## src/rtl/seg_disp_pkg.sv

```systemverilog
// rtl/seg_disp_pkg.sv - shared types and constants for the seven-segment display arbiter
package seg_disp_pkg;

    typedef enum logic [1:0] {
        IDLE = 2'b00,
        OWN0 = 2'b01,
        OWN1 = 2'b10
    } arb_state_t;

    // Nibble positions on the display driver bus; digit 3 is the leftmost
    localparam int DIG3_MSB = 15;
    localparam int DIG3_LSB = 12;
    localparam int DIG2_MSB = 11;
    localparam int DIG2_LSB = 8;
    localparam int DIG1_MSB = 7;
    localparam int DIG1_LSB = 4;
    localparam int DIG0_MSB = 3;
    localparam int DIG0_LSB = 0;

    localparam logic [15:0] DEFAULT_IDLE_PATTERN = 16'h0000;

    // One-hot owner as seen by the requesters; idle shows no owner
    function automatic logic [1:0] grant_of(input arb_state_t s);
        case (s)
            OWN0:    return 2'b01;
            OWN1:    return 2'b10;
            default: return 2'b00;
        endcase
    endfunction

endpackage

```

## src/rtl/seg_display_arbiter_if.sv

```systemverilog
// rtl/seg_display_arbiter_if.sv - requester/display bundle shared by the arbiter and its users
interface seg_display_arbiter_if;
    logic [1:0]  req;
    logic [15:0] data0;
    logic [15:0] data1;
    logic [1:0]  grant;
    logic [15:0] disp;
    logic        switched;

    // Requester side: drives requests and digits, observes ownership
    modport master (
        output req, data0, data1,
        input  grant, disp, switched
    );

    // Arbiter side
    modport slave (
        input  req, data0, data1,
        output grant, disp, switched
    );
endinterface

```

## src/rtl/seg_display_arbiter_hold_timer.sv

```systemverilog
// rtl/seg_display_arbiter_hold_timer.sv - saturating minimum-ownership timer
module hold_timer #(
    parameter int HOLD_CYCLES = 100_000_000,
    parameter int CNT_W       = 27
) (
    input  logic clk,
    input  logic rst_n,
    input  logic clear,
    input  logic en,
    output logic done
);

    localparam logic [CNT_W-1:0] LAST = CNT_W'(HOLD_CYCLES - 1);

    logic [CNT_W-1:0] cnt;

    // Count owned cycles from zero at each state entry, parking at the last value
    always_ff @(posedge clk or negedge rst_n) begin
        if (!rst_n) begin
            cnt <= '0;
        end else if (clear) begin
            cnt <= '0;
        end else if (en && (cnt != LAST)) begin
            cnt <= cnt + CNT_W'(1);
        end
    end

    assign done = (cnt == LAST);

endmodule

```

## src/rtl/seg_display_arbiter.sv

```systemverilog
// rtl/seg_display_arbiter.sv - round-robin owner selection for the shared four-digit display
module seg_display_arbiter
    import seg_disp_pkg::*;
#(
    parameter int          HOLD_CYCLES  = 100_000_000,
    parameter int          CNT_W        = 27,
    parameter logic [15:0] IDLE_PATTERN = DEFAULT_IDLE_PATTERN
) (
    input  logic                  clk,
    input  logic                  rst_n,
    seg_display_arbiter_if.slave  bus
);

    arb_state_t  state;
    arb_state_t  state_nxt;
    logic        last_q;
    logic [15:0] disp_q;
    logic        switched_q;
    logic        hold_done;
    logic        state_change;

    assign state_change = (state_nxt != state);

    hold_timer #(
        .HOLD_CYCLES (HOLD_CYCLES),
        .CNT_W       (CNT_W)
    ) u_hold_timer (
        .clk   (clk),
        .rst_n (rst_n),
        .clear (state_change),
        .en    (state != IDLE),
        .done  (hold_done)
    );

    // Ownership decisions: hold is absolute, then the other side gets priority
    always_comb begin
        state_nxt = state;
        case (state)
            IDLE: begin
                case (bus.req)
                    2'b01:   state_nxt = OWN0;
                    2'b10:   state_nxt = OWN1;
                    2'b11:   state_nxt = last_q ? OWN0 : OWN1;
                    default: state_nxt = IDLE;
                endcase
            end
            OWN0: begin
                if (hold_done) begin
                    if (bus.req[1])      state_nxt = OWN1;
                    else if (!bus.req[0]) state_nxt = IDLE;
                end
            end
            OWN1: begin
                if (hold_done) begin
                    if (bus.req[0])      state_nxt = OWN0;
                    else if (!bus.req[1]) state_nxt = IDLE;
                end
            end
            default: state_nxt = IDLE;
        endcase
    end

    // State register; last starts at 1 so requester 0 wins the first tie
    always_ff @(posedge clk or negedge rst_n) begin
        if (!rst_n) begin
            state  <= IDLE;
            last_q <= 1'b1;
        end else begin
            state <= state_nxt;
            if (state_change && (state_nxt == OWN0)) last_q <= 1'b0;
            if (state_change && (state_nxt == OWN1)) last_q <= 1'b1;
        end
    end

    // Display snapshot: load on entry, track the owner only while it still requests
    always_ff @(posedge clk or negedge rst_n) begin
        if (!rst_n) begin
            disp_q <= IDLE_PATTERN;
        end else if (state_change) begin
            case (state_nxt)
                OWN0:    disp_q <= bus.data0;
                OWN1:    disp_q <= bus.data1;
                default: disp_q <= IDLE_PATTERN;
            endcase
        end else if ((state == OWN0) && bus.req[0]) begin
            disp_q <= bus.data0;
        end else if ((state == OWN1) && bus.req[1]) begin
            disp_q <= bus.data1;
        end
    end

    // Grant is a pure decode of state, so any state change is a grant change
    always_ff @(posedge clk or negedge rst_n) begin
        if (!rst_n) begin
            switched_q <= 1'b0;
        end else begin
            switched_q <= state_change;
        end
    end

    assign bus.grant    = grant_of(state);
    assign bus.switched = switched_q;
    assign bus.disp     = {disp_q[DIG3_MSB:DIG3_LSB], disp_q[DIG2_MSB:DIG2_LSB],
                           disp_q[DIG1_MSB:DIG1_LSB], disp_q[DIG0_MSB:DIG0_LSB]};

endmodule

```

## src/flat_wrapper.sv

```systemverilog
// flat-port wrapper written by rule: the top's interface ports become plain ports
module seg_display_arbiter_flat import seg_disp_pkg::*;
#(
    parameter int          HOLD_CYCLES  = 100_000_000,
    parameter int          CNT_W        = 27,
    parameter logic [15:0] IDLE_PATTERN = DEFAULT_IDLE_PATTERN
)
  (clk, rst_n, bus_req, bus_data0, bus_data1, bus_grant, bus_disp, bus_switched);
  seg_display_arbiter_if bus_i ();
  input  logic clk;
  input  logic rst_n;
  input wire logic [$bits(bus_i.req)-1:0] bus_req;
  input wire logic [$bits(bus_i.data0)-1:0] bus_data0;
  input wire logic [$bits(bus_i.data1)-1:0] bus_data1;
  output wire logic [$bits(bus_i.grant)-1:0] bus_grant;
  output wire logic [$bits(bus_i.disp)-1:0] bus_disp;
  output wire logic [$bits(bus_i.switched)-1:0] bus_switched;
  assign bus_i.req = bus_req;
  assign bus_i.data0 = bus_data0;
  assign bus_i.data1 = bus_data1;
  assign bus_grant = bus_i.grant;
  assign bus_disp = bus_i.disp;
  assign bus_switched = bus_i.switched;
  seg_display_arbiter #(.HOLD_CYCLES(HOLD_CYCLES), .CNT_W(CNT_W), .IDLE_PATTERN(IDLE_PATTERN)) u_core (.clk(clk), .rst_n(rst_n), .bus(bus_i));
endmodule
```

## config.mk

```make
export PLATFORM = sky130hd
export DESIGN_NAME = seg_display_arbiter_flat
export DESIGN_NICKNAME = d
export VERILOG_FILES = /design/src/rtl/seg_disp_pkg.sv /design/src/rtl/seg_display_arbiter_if.sv /design/src/rtl/seg_display_arbiter_hold_timer.sv /design/src/rtl/seg_display_arbiter.sv /design/src/flat_wrapper.sv
export SDC_FILE = /design/constraint.sdc
export NUM_CORES = 1
export LEC_CHECK = 0
export BUFFER_PORTS_ARGS = -buffer_cell sky130_fd_sc_hd__buf_2
export CELL_PAD_IN_SITES_DETAIL_PLACEMENT = 1
export CELL_PAD_IN_SITES_GLOBAL_PLACEMENT = 1
export CORE_ASPECT_RATIO = 1.25
export CORE_MARGIN = 2
export CORE_UTILIZATION = 35
export CTS_CLUSTER_DIAMETER = 40
export DETAILED_ROUTE_END_ITERATION = 8
export PLACE_DENSITY = 0.64
export SLEW_MARGIN = 20
export SYNTH_ARGS = -nofsm -noshare
export SYNTH_HDL_FRONTEND = slang
export SYNTH_SLANG_ARGS = --single-unit
```

## constraint.sdc

```tcl
create_clock -name clk -period 3.2 [get_ports clk]
set_input_delay 0.64 -clock clk [delete_from_list [all_inputs] [get_ports clk]]
set_output_delay 0.64 -clock clk [all_outputs]
set_load 0.01 [all_outputs]
```

### Word-level counts from Yosys, hierarchy flattened

Index checks and enable logic that the tools add are counted.
W data, S select, Z words.

| word-level totals | value |
|---|---|
| register bits | 47 |
| input port bits | 36 |
| logic and storage cells | 44 |

| operators by class | value |
|---|---|
| add/sub/neg operators | 1 |
| equality and inequality tests | 10 |
| mux-type cells | 18 |
| reductions and logical operators | 10 |

Operator list:

| kind | number |
|---|---|
| $mux W27 | 2 |
| $mux W16 | 3 |
| $pmux W16 S2 | 1 |
| $add A27 B1 Y27 const B | 1 |
| $eq A27 B27 Y1 const B | 1 |
| $ne A27 B27 Y1 const B | 1 |
| $mux W2 | 7 |
| $pmux W2 S3 | 2 |
| $eq A2 B2 Y1 const B | 4 |
| $eq A2 B1 Y1 const B | 3 |
| $reduce_bool A2 Y1 | 3 |
| $logic_and A1 B1 Y1 | 5 |
| $pmux W2 S2 | 1 |
| $reduce_bool A3 Y1 | 1 |
| $logic_not A2 Y1 | 1 |
| $mux W1 | 2 |
| $ne A2 B2 Y1 | 1 |

### Logic depth before layout (Yosys ltp)

Gate-level depths: netlist (run 1).

| logic depth | value |
|---|---|
| depth in word-level cells | 8 |
| mapped depth | 12 |
| gate-level depth less buffers | 10 |

### Modules after synthesis

Synthesis (run 1) repeated with hierarchy kept, for this count alone.

| second synthesis, totals | value |
|---|---|
| cell total of the unflattened synthesis | 346 |
| area, all modules | 3046.7 sq um |

Modules (own cells, without submodules):

| module | times used | cells an instance | area an instance (sq um) |
|---|---|---|---|
| seg_display_arbiter | 1 | 184 | 1556.5 |
| hold_timer | 1 | 162 | 1490.2 |

### Least setup slack after synthesis (run 1)

No wires, ideal clock.

| path | value |
|---|---|
| kind | register -> register |
| from | register u_core.u_hold_timer.cnt[20] |
| to | register u_core.disp_q[6] (netlist: u_core.bus.disp[6]) |
| library setup time | 0.125 ns |
| arrival time | 2.633 ns |
| data required time | 3.075 ns |
| path slack | 0.443 ns |
| stages on the path, launching flop included | 13 |
| path buffers | 3 |
| clock period less this slack | 2.757 ns |
| cell sequence | dfrtp_1 -> and4_1 -> nand4_1 -> buf_2 -> or2_2 -> a32oi_1 -> o21ai_0 -> ha_1 -> clkbuf_1 -> clkbuf_1 -> a22oi_1 -> nor2_1 -> mux2_2 |

| between the ends | value |
|---|---|
| cells in the longest elaborated chain, start to end | 6 |
| elaborated cells between the ends (all ways) | 10 |

RTL lines:

| what | line | text |
|---|---|---|
| start: declaration | seg_display_arbiter_hold_timer.sv:15 | `logic [CNT_W-1:0] cnt;` |
| start signal: assignment | seg_display_arbiter_hold_timer.sv:24 | `cnt <= cnt + CNT_W'(1);` |
| $eq A27 B27 Y1 * | seg_display_arbiter_hold_timer.sv:28 | `assign done = (cnt == LAST);` |
| $mux W2, on equally long branches | seg_display_arbiter.sv:54, seg_display_arbiter.sv:48 |  |
| $pmux W2 S3 * | seg_display_arbiter.sv:38 | `case (state)` |
| via u_core.state_nxt[0] | seg_display_arbiter.sv:15 | `arb_state_t state_nxt;` |
| $eq A2 B2 Y1 / $eq A2 B1 Y1 (equally long branches) | seg_display_arbiter.sv:80 | `case (state_nxt)` |
| $pmux W16 S2 | seg_display_arbiter.sv:80 |  |
| $mux W16 | seg_display_arbiter.sv:79 | `end else if (state_change) begin` |
| end signal: assignment | seg_display_arbiter.sv:81 | `OWN0: disp_q <= bus.data0;` |
| end signal: assignment | seg_display_arbiter.sv:82 | `OWN1: disp_q <= bus.data1;` |
| end signal: assignment | seg_display_arbiter.sv:86 | `disp_q <= bus.data0;` |
| end: declaration | seg_display_arbiter.sv:17 | `logic [15:0] disp_q;` |

Mark *: on every way through the listed nets, which the timed path passes. The rest lies on a longest branch.
A chain may end at the register's enable or synchronous reset.

### Final worst setup path (run 1)

| path | value |
|---|---|
| from | register u_core.u_hold_timer.cnt[8] |
| to | register u_core.disp_q[1] (netlist: u_core.bus.disp[1]) |

Same word-level chain as after synthesis.

==> reports/qor.yml, run 1 <==
wl_um: 7574
outcome: "completed"
synth_seq_cells: 47
path_clk_slew_ns: 0.10
vias_per_cell: 5.530
via_count: 2555
syn_avg_cell_area_um2: 9.326
synth_xor_area_share_pct: 4.801
syn_to_final_growth_pct: 15.43
synth_simple_gate_area_share_pct: 19.72
cts_htree_levels: 2
synthTopCellsByArea: "dfrtp_1 (39%), nor2_1 (7.1%), mux2_2 (6.2%)"
path_max_fanout: 17
rsz0062_at_grt: "no"
antenna_found_initial: 0
finalCritPeriodShare_pct: 88.02
synth_top_area_share_pct: 39.43
synthAdderAreaFrac_pct: 1.286
first_pass_iters: 4
ioPinCount: 55
hpwl_um: 5536
synthFlopType: "dfrtp_1"
yosys-mux-area-fraction_pct: 12.00
worstSetupStartpointType: "flip-flop"
slew_headroom_pct: 48.11
grt_max_degree: 35
fp.coreArea_mm2: 0.008148
hold_class: "input port to asynchronous set/reset pin"
synth_area_mm2: 0.002919
post-route-min-period_ns: 2.817
synth_top_family_by_area: "simple AND/OR/NAND/NOR gates"
n_antenna_cell: 0
fillers: 973
required_ns: 3.40
synth.distinct_cells: 48
hold_buffers: 0
syn_nets: 352
reg2reg_from: "u_core.u_hold_timer.cnt[8]"
max_freq_mhz: 355.0
drive_above_1_share_pct: 26.30
track_usage_pct: 17.79
drtIter0Drc: 74
total_power_mw: 2.573
gr-total-overflow: 0
grt_pass1_wl_um: 13160
slew_violations: 0
rrSetupSlack_ns: 0.38
die-area_mm2: 0.009092
rows: 37
total_leakage_power_nw: 1.579
cts_tree: "yes"
synth_compound_area_share_pct: 16.93
ys_warn_count: 0
ant_nets: 0
critical_path_class: "flip-flop to flip-flop"
skew_ns: 0.01060
syn_inst: 313
synth.largest_area_cell: "dfrtp_1"
gp_congestion: 0.7842
power_density_mw_per_mm2: 763.6
cts.sinks: 47
r2r_cells: 9
clock_path_buffers: 2
die_x_um: 85.69
fin_util_pct: 41.35
setup_viol_count_final: 0
start_util_pct: 35.83
vdd_drop_max_mv: 0.4388
finalNetCount: 403
insertion_delay_ns: 0.31
die-height_um: 106.1
finalHoldViolCount: 0
tightest_slew_ns: 0.7754
grt_pass1_vias: 2706
seq_area_frac_synth_pct: 40.33
cts-buffers-inserted: 5
synth_edf_count: 0
cp.arrival_ns: 3.01
maxCapViolCount: 0
r2r_end: "u_core.bus.disp[1]"
clockRootBuffer: "clkbuf_8"
critPathCaptureType: "flip-flop"
synthArstFlopShare_pct: 100.0
wl_per_cell_um: 16.39
drcViolationCount: 0
fin_tns_setup_ns: 0
portBuffers: 54
-- cell type report --
| cell class | count | area [um^2] | share of cell area [%] |
|---|---|---|---|
| clock buffer | 7 | 86.33 | 2.562 |
| inverter | 6 | 22.52 | 0.6684 |
| tap | 97 | 121.4 | 3.602 |
| sequential | 47 | 1177 | 34.94 |
| timing repair buffer | 64 | 345.3 | 10.25 |
| multi-input combinational | 240 | 1612 | 47.83 |
| clock inverter | 1 | 5.005 | 0.1485 |
-- timing repair --
action	4_1_cts	5_1_grt
setup endpoints to repair	0	1
buffers inserted	0	0
resized for setup	0	1
-- per-stage QoR --
stage               cells  worst slack (ns)  hold WS, ns  area, um^2
floorplan             313            0.4426       0.3444        2919
CTS                   462            0.2083       0.2878        3367
global placement      454            0.3723       0.5211        3268
detailed placement    454            0.1971       0.5352        3276
global route          462            0.1887       0.3040        3369
finish                462            0.3834       0.2754        3369
-- flip-flops by register name, indices dropped and copies added (netlist names) --
name,count
u_core.u_hold_timer.cnt,27
u_core.bus.switched,1
u_core.last_q,1
u_core.state,2
u_core.bus.disp,16
-- cells in the mapped netlist, types with 2 or more instances --
library cell / instances
nand2b_1: 2
and4_1: 2
inv_1: 6
buf_2: 3
a22oi_1: 17
mux2i_1: 17
nor3_1: 4
and3_1: 7
dfrtp_1: 46
or4_1: 3
o21a_1: 2
o21ai_1: 2
nand2_1: 8
ha_1: 3
nand4_1: 8
o211ai_1: 4
clkbuf_1: 12
buf_6: 3
nand3_1: 6
a21oi_1: 27
a22o_1: 2
o2111ai_1: 2
xor2_1: 15
o31ai_1: 3
nor2_1: 55
o21ai_0: 11
or3_1: 7
mux2_2: 16
-- per-layer routing --
| metal | wire (um) | part of all wire (%) | GRT usage (%) |
|---|---|---|---|
| met1 | 3166 | 42 | 21.34 |
| met2 | 4021 | 53 | 31.86 |
| met3 | 283 | 3.7 | 2.873 |
| met4 | 102 | 1.3 | 6.122 |
| met5 | 0 | 0 | 0 |
-- critical path: stages, from the launching register on --
cell	delay (ns)
dfrtp_1	0.47
nor4b_4	0.37
nand4_4	0.20
or2_2	0.35
a32oi_1	0.23
o21ai_0	0.19
ha_2	0.35
a22oi_1	0.23
nor2_1	0.05
mux2_2	0.27
-- power by group --
| group | total [mW] | switching, mW | internal, mW | leakage [nW] |
|---|---|---|---|---|
| clock network | 0.386 | 0.211 | 0.175 | 0.0482 |
| registers | 0.809 | 0.0872 | 0.722 | 0.629 |
| logic | 1.38 | 0.788 | 0.590 | 0.901 |
-- worst max path at each step --
stage,depth (start not counted),startpoint,end
6_report,9,u_core.u_hold_timer.cnt[8],u_core.bus.disp[1]
3_3_place_gp,10,u_core.u_hold_timer.cnt[20],u_core.bus.disp[14]
3_5_place_dp,9,u_core.u_hold_timer.cnt[8],u_core.bus.disp[1]
5_1_grt,9,u_core.u_hold_timer.cnt[8],u_core.bus.disp[10]
2_1_floorplan,12,u_core.u_hold_timer.cnt[20],u_core.bus.disp[6]
4_1_cts,9,u_core.u_hold_timer.cnt[8],u_core.bus.disp[1]
-- cell families after synthesis --
family                     Yosys count
and+or+nand+nor                    111
AOI/OAI and AO/OA                   77
DFF                                 47
buffers and inverters               26
adders and majority gates            3
xor gates and xnor gates            16
muxes                               33
-- placed cells by master, fill, tap and decap left out, types with 3 or more instances in the layout --
cell type / count
a21oi_1: 27
a22oi_1: 17
and3_1: 7
buf_2: 54
buf_4: 10
clkbuf_8: 6
dfrtp_1: 46
inv_1: 6
mux2_2: 16
mux2i_1: 17
nand2_1: 8
nand3_1: 6
nand4_1: 8
nor2_1: 55
nor3_1: 4
o211ai_1: 4
o21ai_0: 11
o31ai_1: 3
or3_1: 7
or4_1: 3
xor2_1: 15
No activity file was read; power rests on OpenSTA's default activity.
==> run 2, diff against run 1 <==
CORE_MARGIN = 3   (was 2)
==> reports/qor.yml, run 2 (synthesized netlist as in run 1, its figures left out) <==
outcome: "completed"
start_util_pct: 36.61
critPathCaptureType: "flip-flop"
ioPinCount: 55
skew_ns: 0.01286
setup_slack_ns: 0.2853
top_register: "u_core.u_hold_timer.cnt"
grt_pass1_vias: 2718
finalNetCount: 401
die_x_um: 87.69
dp_slack_ns: 0.2684
clock_path_buffers: 2
first_pass_iters: 3
max_freq_mhz: 343.1
setup_viol_count_final: 0
layout_commonest_cell: "nor2_1"
final_cells: 458
clockRootBuffer: "clkbuf_8"
hpwl_um: 5543
fin_tns_setup_ns: 0
final_cell_mix: "nor2_1 (55), buf_2 (54), dfrtp_1 (46), a21oi_1 (27)"
max_stage_delay_ns: 0.47
reg2reg_from: "u_core.u_hold_timer.cnt[8]"
die-height_um: 108.1
crit_chain: "nor4b_4 -> nand4_4 -> or2_2 -> a32oi_1 -> o21ai_0 -> ha_1 -> a22oi_1 -> nor2_1 -> mux2_2"
wl_per_cell_um: 16.46
maxCapViolCount: 0
drtIter0Drc: 70
cp.buffers_inverters: 0
via_count: 2528
slew_headroom_pct: 33.42
fin_util_pct: 41.89
track_usage_pct: 17.26
postCtsSetupRepairBufs: 0
cts_htree_levels: 2
finalCritPeriodShare_pct: 91.09
path_delay_family: "simple AND/OR/NAND/NOR gates"
cts.sinks: 47
antenna_found_initial: 0
grt_max_degree: 29
path_clk_slew_ns: 0.10
drive_above_1_share_pct: 25.90
n_antenna_cell: 0
cts-buffers-inserted: 5
vias_per_cell: 5.520
die-area_mm2: 0.009479
tightest_slew_ns: 0.9987
cts_resized: 0
worstSetupStartpointType: "flip-flop"
dpl.cell_count: 450
top_usage_layer: "met2"
grt_pass1_wl_um: 12900
rrSetupSlack_ns: 0.29
total_leakage_power_nw: 1.563
hold_buffers: 0
fp.coreArea_mm2: 0.007973
slew_violations: 0
critPathSlowestCell: "dfrtp_1"
rsz0062_at_grt: "no"
required_ns: 3.41
hold_class: "input port to asynchronous set/reset pin"
drcViolationCount: 0
grt_use_met2_pct: 31.03
critical_path_class: "flip-flop to flip-flop"
wl_um: 7537
portBuffers: 54
gp_congestion: 0.7630
path_max_fanout: 17
rows: 36
r2r_cells: 9
finalHoldViolCount: 0
vdd_drop_max_mv: 0.2270
cp.arrival_ns: 3.12
gr-total-overflow: 0
ant_nets: 0
power_density_mw_per_mm2: 761.2
insertion_delay_ns: 0.32
cts_tree: "yes"
syn_to_final_growth_pct: 14.40
post-route-min-period_ns: 2.915
use_met3_pct: 3.201
grtUsageMet1_pct: 20.01
hold_ws_ns: 0.2756
largest_reg_flops: 27
r2r_end: "u_core.bus.disp[6]"
[run 2: cell count changes in the layout (fill, tap and decap cells not counted)]
| cell | before | now |
|---|---|---|
| clkbuf_8 | 6 | 5 |
| ha_2 | 1 | 0 |
| o21ai_2 | 0 | 1 |
| buf_4 | 10 | 8 |
| ha_1 | 2 | 3 |
| clkbuf_1 | 1 | 0 |
| o21ai_4 | 1 | 0 |
| clkinvlp_4 | 0 | 2 |
[run 2: worst max path at each step]
stage | start | to | slack [ns] | depth (start not counted)
6_report | u_core.u_hold_timer.cnt[8] | u_core.bus.disp[6] | 0.29 | 9
5_1_grt | u_core.u_hold_timer.cnt[8] | u_core.bus.disp[13] | 0.02 | 9
4_1_cts | u_core.u_hold_timer.cnt[8] | u_core.bus.disp[6] | 0.28 | 9
3_5_place_dp | u_core.u_hold_timer.cnt[8] | u_core.bus.disp[6] | 0.27 | 9
3_3_place_gp | u_core.u_hold_timer.cnt[8] | u_core.bus.disp[14] | 0.35 | 9
2_1_floorplan | u_core.u_hold_timer.cnt[20] | u_core.bus.disp[6] | 0.44 | 12
[run 2: routing by layer]
metal	vias up	share of wire, %
met5	-	0
met4	0	2.1
met3	11	3.5
met2	44	50
met1	1244	45
li1	1229	-
[run 2: layout make-up]
class	instances	area, um^2
clock buffers	5	68.82
clock inverters	3	20.02
repair buffers	62	330.3
flip-flops and latches	47	1177
fillers	962	4633
inverters	6	22.52
well taps	95	118.9
multi-input cells	240	1602
[run 2: where the power goes]
part	switching, mW	internal, mW
combinational	0.775	0.584
clock	0.225	0.153
sequential	0.0834	0.722
[run 2: through the flow]
step	power, mW	area, um^2
floorplan	1.881	2919
detailed placement	2.216	3251
finish	2.542	3339
global placement	2.176	3251
global route	2.794	3339
CTS	2.609	3339
==> run 3, diff against run 2 <==
SETUP_SLACK_MARGIN = 0.15   (was not set)
clock period = 3.57 ns   (was 3.2 ns; I/O delays follow)
==> reports/qor.yml, run 3 (synthesized netlist as in run 1, its figures left out) <==
required_ns: 3.77
outcome: "completed"
p_int_mw: 1.436
largest_reg_flops: 27
max_freq_mhz: 332.2
worstSetupStartpointType: "flip-flop"
n_antenna_cell: 0
maxCapViolCount: 0
power_density_mw_per_mm2: 712.7
rows: 36
total_leakage_power_nw: 1.577
cp.arrival_ns: 3.21
finalHoldViolCount: 0
postCtsSetupRepairBufs: 0
vdd_drop_max_mv: 0.2798
antenna_found_initial: 0
clockRootBuffer: "clkbuf_8"
clock_path_buffers: 2
fp.coreArea_mm2: 0.007973
via_count: 2552
setup_viol_count_final: 0
drtIter0Drc: 104
critical_path_class: "flip-flop to flip-flop"
path_clk_slew_ns: 0.09
ioPinCount: 55
drive_above_1_share_pct: 25.48
die-area_mm2: 0.009479
finalNetCount: 399
hold_class: "input port to asynchronous set/reset pin"
die-height_um: 108.1
post-route-min-period_ns: 3.010
wl_per_cell_um: 16.57
fillers: 963
dp_slack_ns: 0.5418
rsz0062_at_grt: "no"
hold_buffers: 0
start_util_pct: 36.61
cts-buffers-inserted: 5
ant_nets: 0
finalCritPeriodShare_pct: 84.33
setup_slack_ns: 0.5596
slew_violations: 0
grt_pass1_vias: 2602
combPwrFrac_pct: 50.0
die_x_um: 87.69
swShare_pct: 40.23
final_cells: 456
path_max_fanout: 17
top_register: "u_core.u_hold_timer.cnt"
drcViolationCount: 0
grt_max_degree: 37
power.switching_mw: 0.9668
critPathCaptureType: "flip-flop"
cts_tree: "yes"
portBuffers: 54
hpwl_um: 5352
tightest_slew_ns: 0.8761
dpl.cell_count: 448
fin_tns_setup_ns: 0
track_usage_pct: 16.55
power.share.clock_pct: 19.8
skew_ns: 0.002158
syn_to_final_growth_pct: 15.52
vias_per_cell: 5.596
grt_pass1_wl_um: 12410
slew_headroom_pct: 41.59
gr-total-overflow: 0
gp_congestion: 0.8092
pwr-share-seq_pct: 30.1
cts_htree_levels: 2
cts_resized: 0
wl_um: 7554
first_pass_iters: 4
cts.sinks: 47
final_cell_mix: "nor2_1 (55), buf_2 (54), dfrtp_1 (46), a21oi_1 (27)"
insertion_delay_ns: 0.30
layout_commonest_cell: "nor2_1"
-- run 3: cell count changes in the layout (fill, tap and decap cells not counted), sizes merged --
cell | before | now
buf | 62 | 60
bufinv | 0 | 2
clkinvlp | 2 | 1
clkinv | 1 | 0
-- run 3: layout make-up --
cell class	count	area [um^2]	area share [%]
inverter	6	22.52	0.6679
timing repair buffer	60	315.3	9.351
multi-input combinational	240	1602	47.50
clock buffer	5	68.82	2.041
tap	95	118.9	3.525
clock inverter	3	67.56	2.004
sequential	47	1177	34.92
-- run 3: power groups by stage --
stage | Combinational, mW | Clock [mW] | Sequential (mW)
after detailed placement | 1.23 | 0 | 0.736
after global routing | 1.34 | 0.517 | 0.743
after floorplan | 0.944 | 0 | 0.742
final | 1.20 | 0.477 | 0.724
after global placement | 1.21 | 0 | 0.732
after CTS | 1.23 | 0.495 | 0.725
-- run 3: final timing paths --
path                                        startpoint                     endpoint  slack (ns)  cells after the start
min reg2reg                u_core.u_hold_timer.cnt[19]  u_core.u_hold_timer.cnt[19]        0.57                      2
max in group asynchronous                        rst_n              u_core.state[0]        2.36                      2
max                        u_core.u_hold_timer.cnt[20]          u_core.bus.disp[14]        0.56                      9
max reg2reg                u_core.u_hold_timer.cnt[20]          u_core.bus.disp[14]        0.56                      9
min                                              rst_n           u_core.bus.disp[5]        0.51                      1
min in group clk           u_core.u_hold_timer.cnt[19]  u_core.u_hold_timer.cnt[19]        0.57                      2
-- run 3: worst max-delay path: stages, from the launching register on --
cell and delay, ns:
dfrtp_1 0.43, and4_1 0.31, nand4_1 0.31, or2_2 0.42, a32oi_1 0.20, o21ai_0 0.15
ha_1 0.46, a22oi_1 0.28, nor2_1 0.06, mux2_2 0.28
-- run 3: per-stage QoR --
| step | hold slack [ns] | util [%] | area (um^2) | power, mW |
|---|---|---|---|---|
| detailed placement | 0.5358 | 40.58 | 3236 | 1.969 |
| global route | 0.5775 | 42.29 | 3372 | 2.602 |
| floorplan | 0.4184 | - | 2919 | 1.686 |
| CTS | 0.5518 | 42.29 | 3372 | 2.455 |
| finish | 0.5135 | 42.29 | 3372 | 2.403 |
| global placement | 0.5225 | 40.58 | 3236 | 1.943 |
-- run 3: routing by layer --
layer  wire length (um)  track usage [%]
met5                  0                0
met3                276            2.668
met2               3870            30.33
met4                 95            5.154
met1               3312            19.37
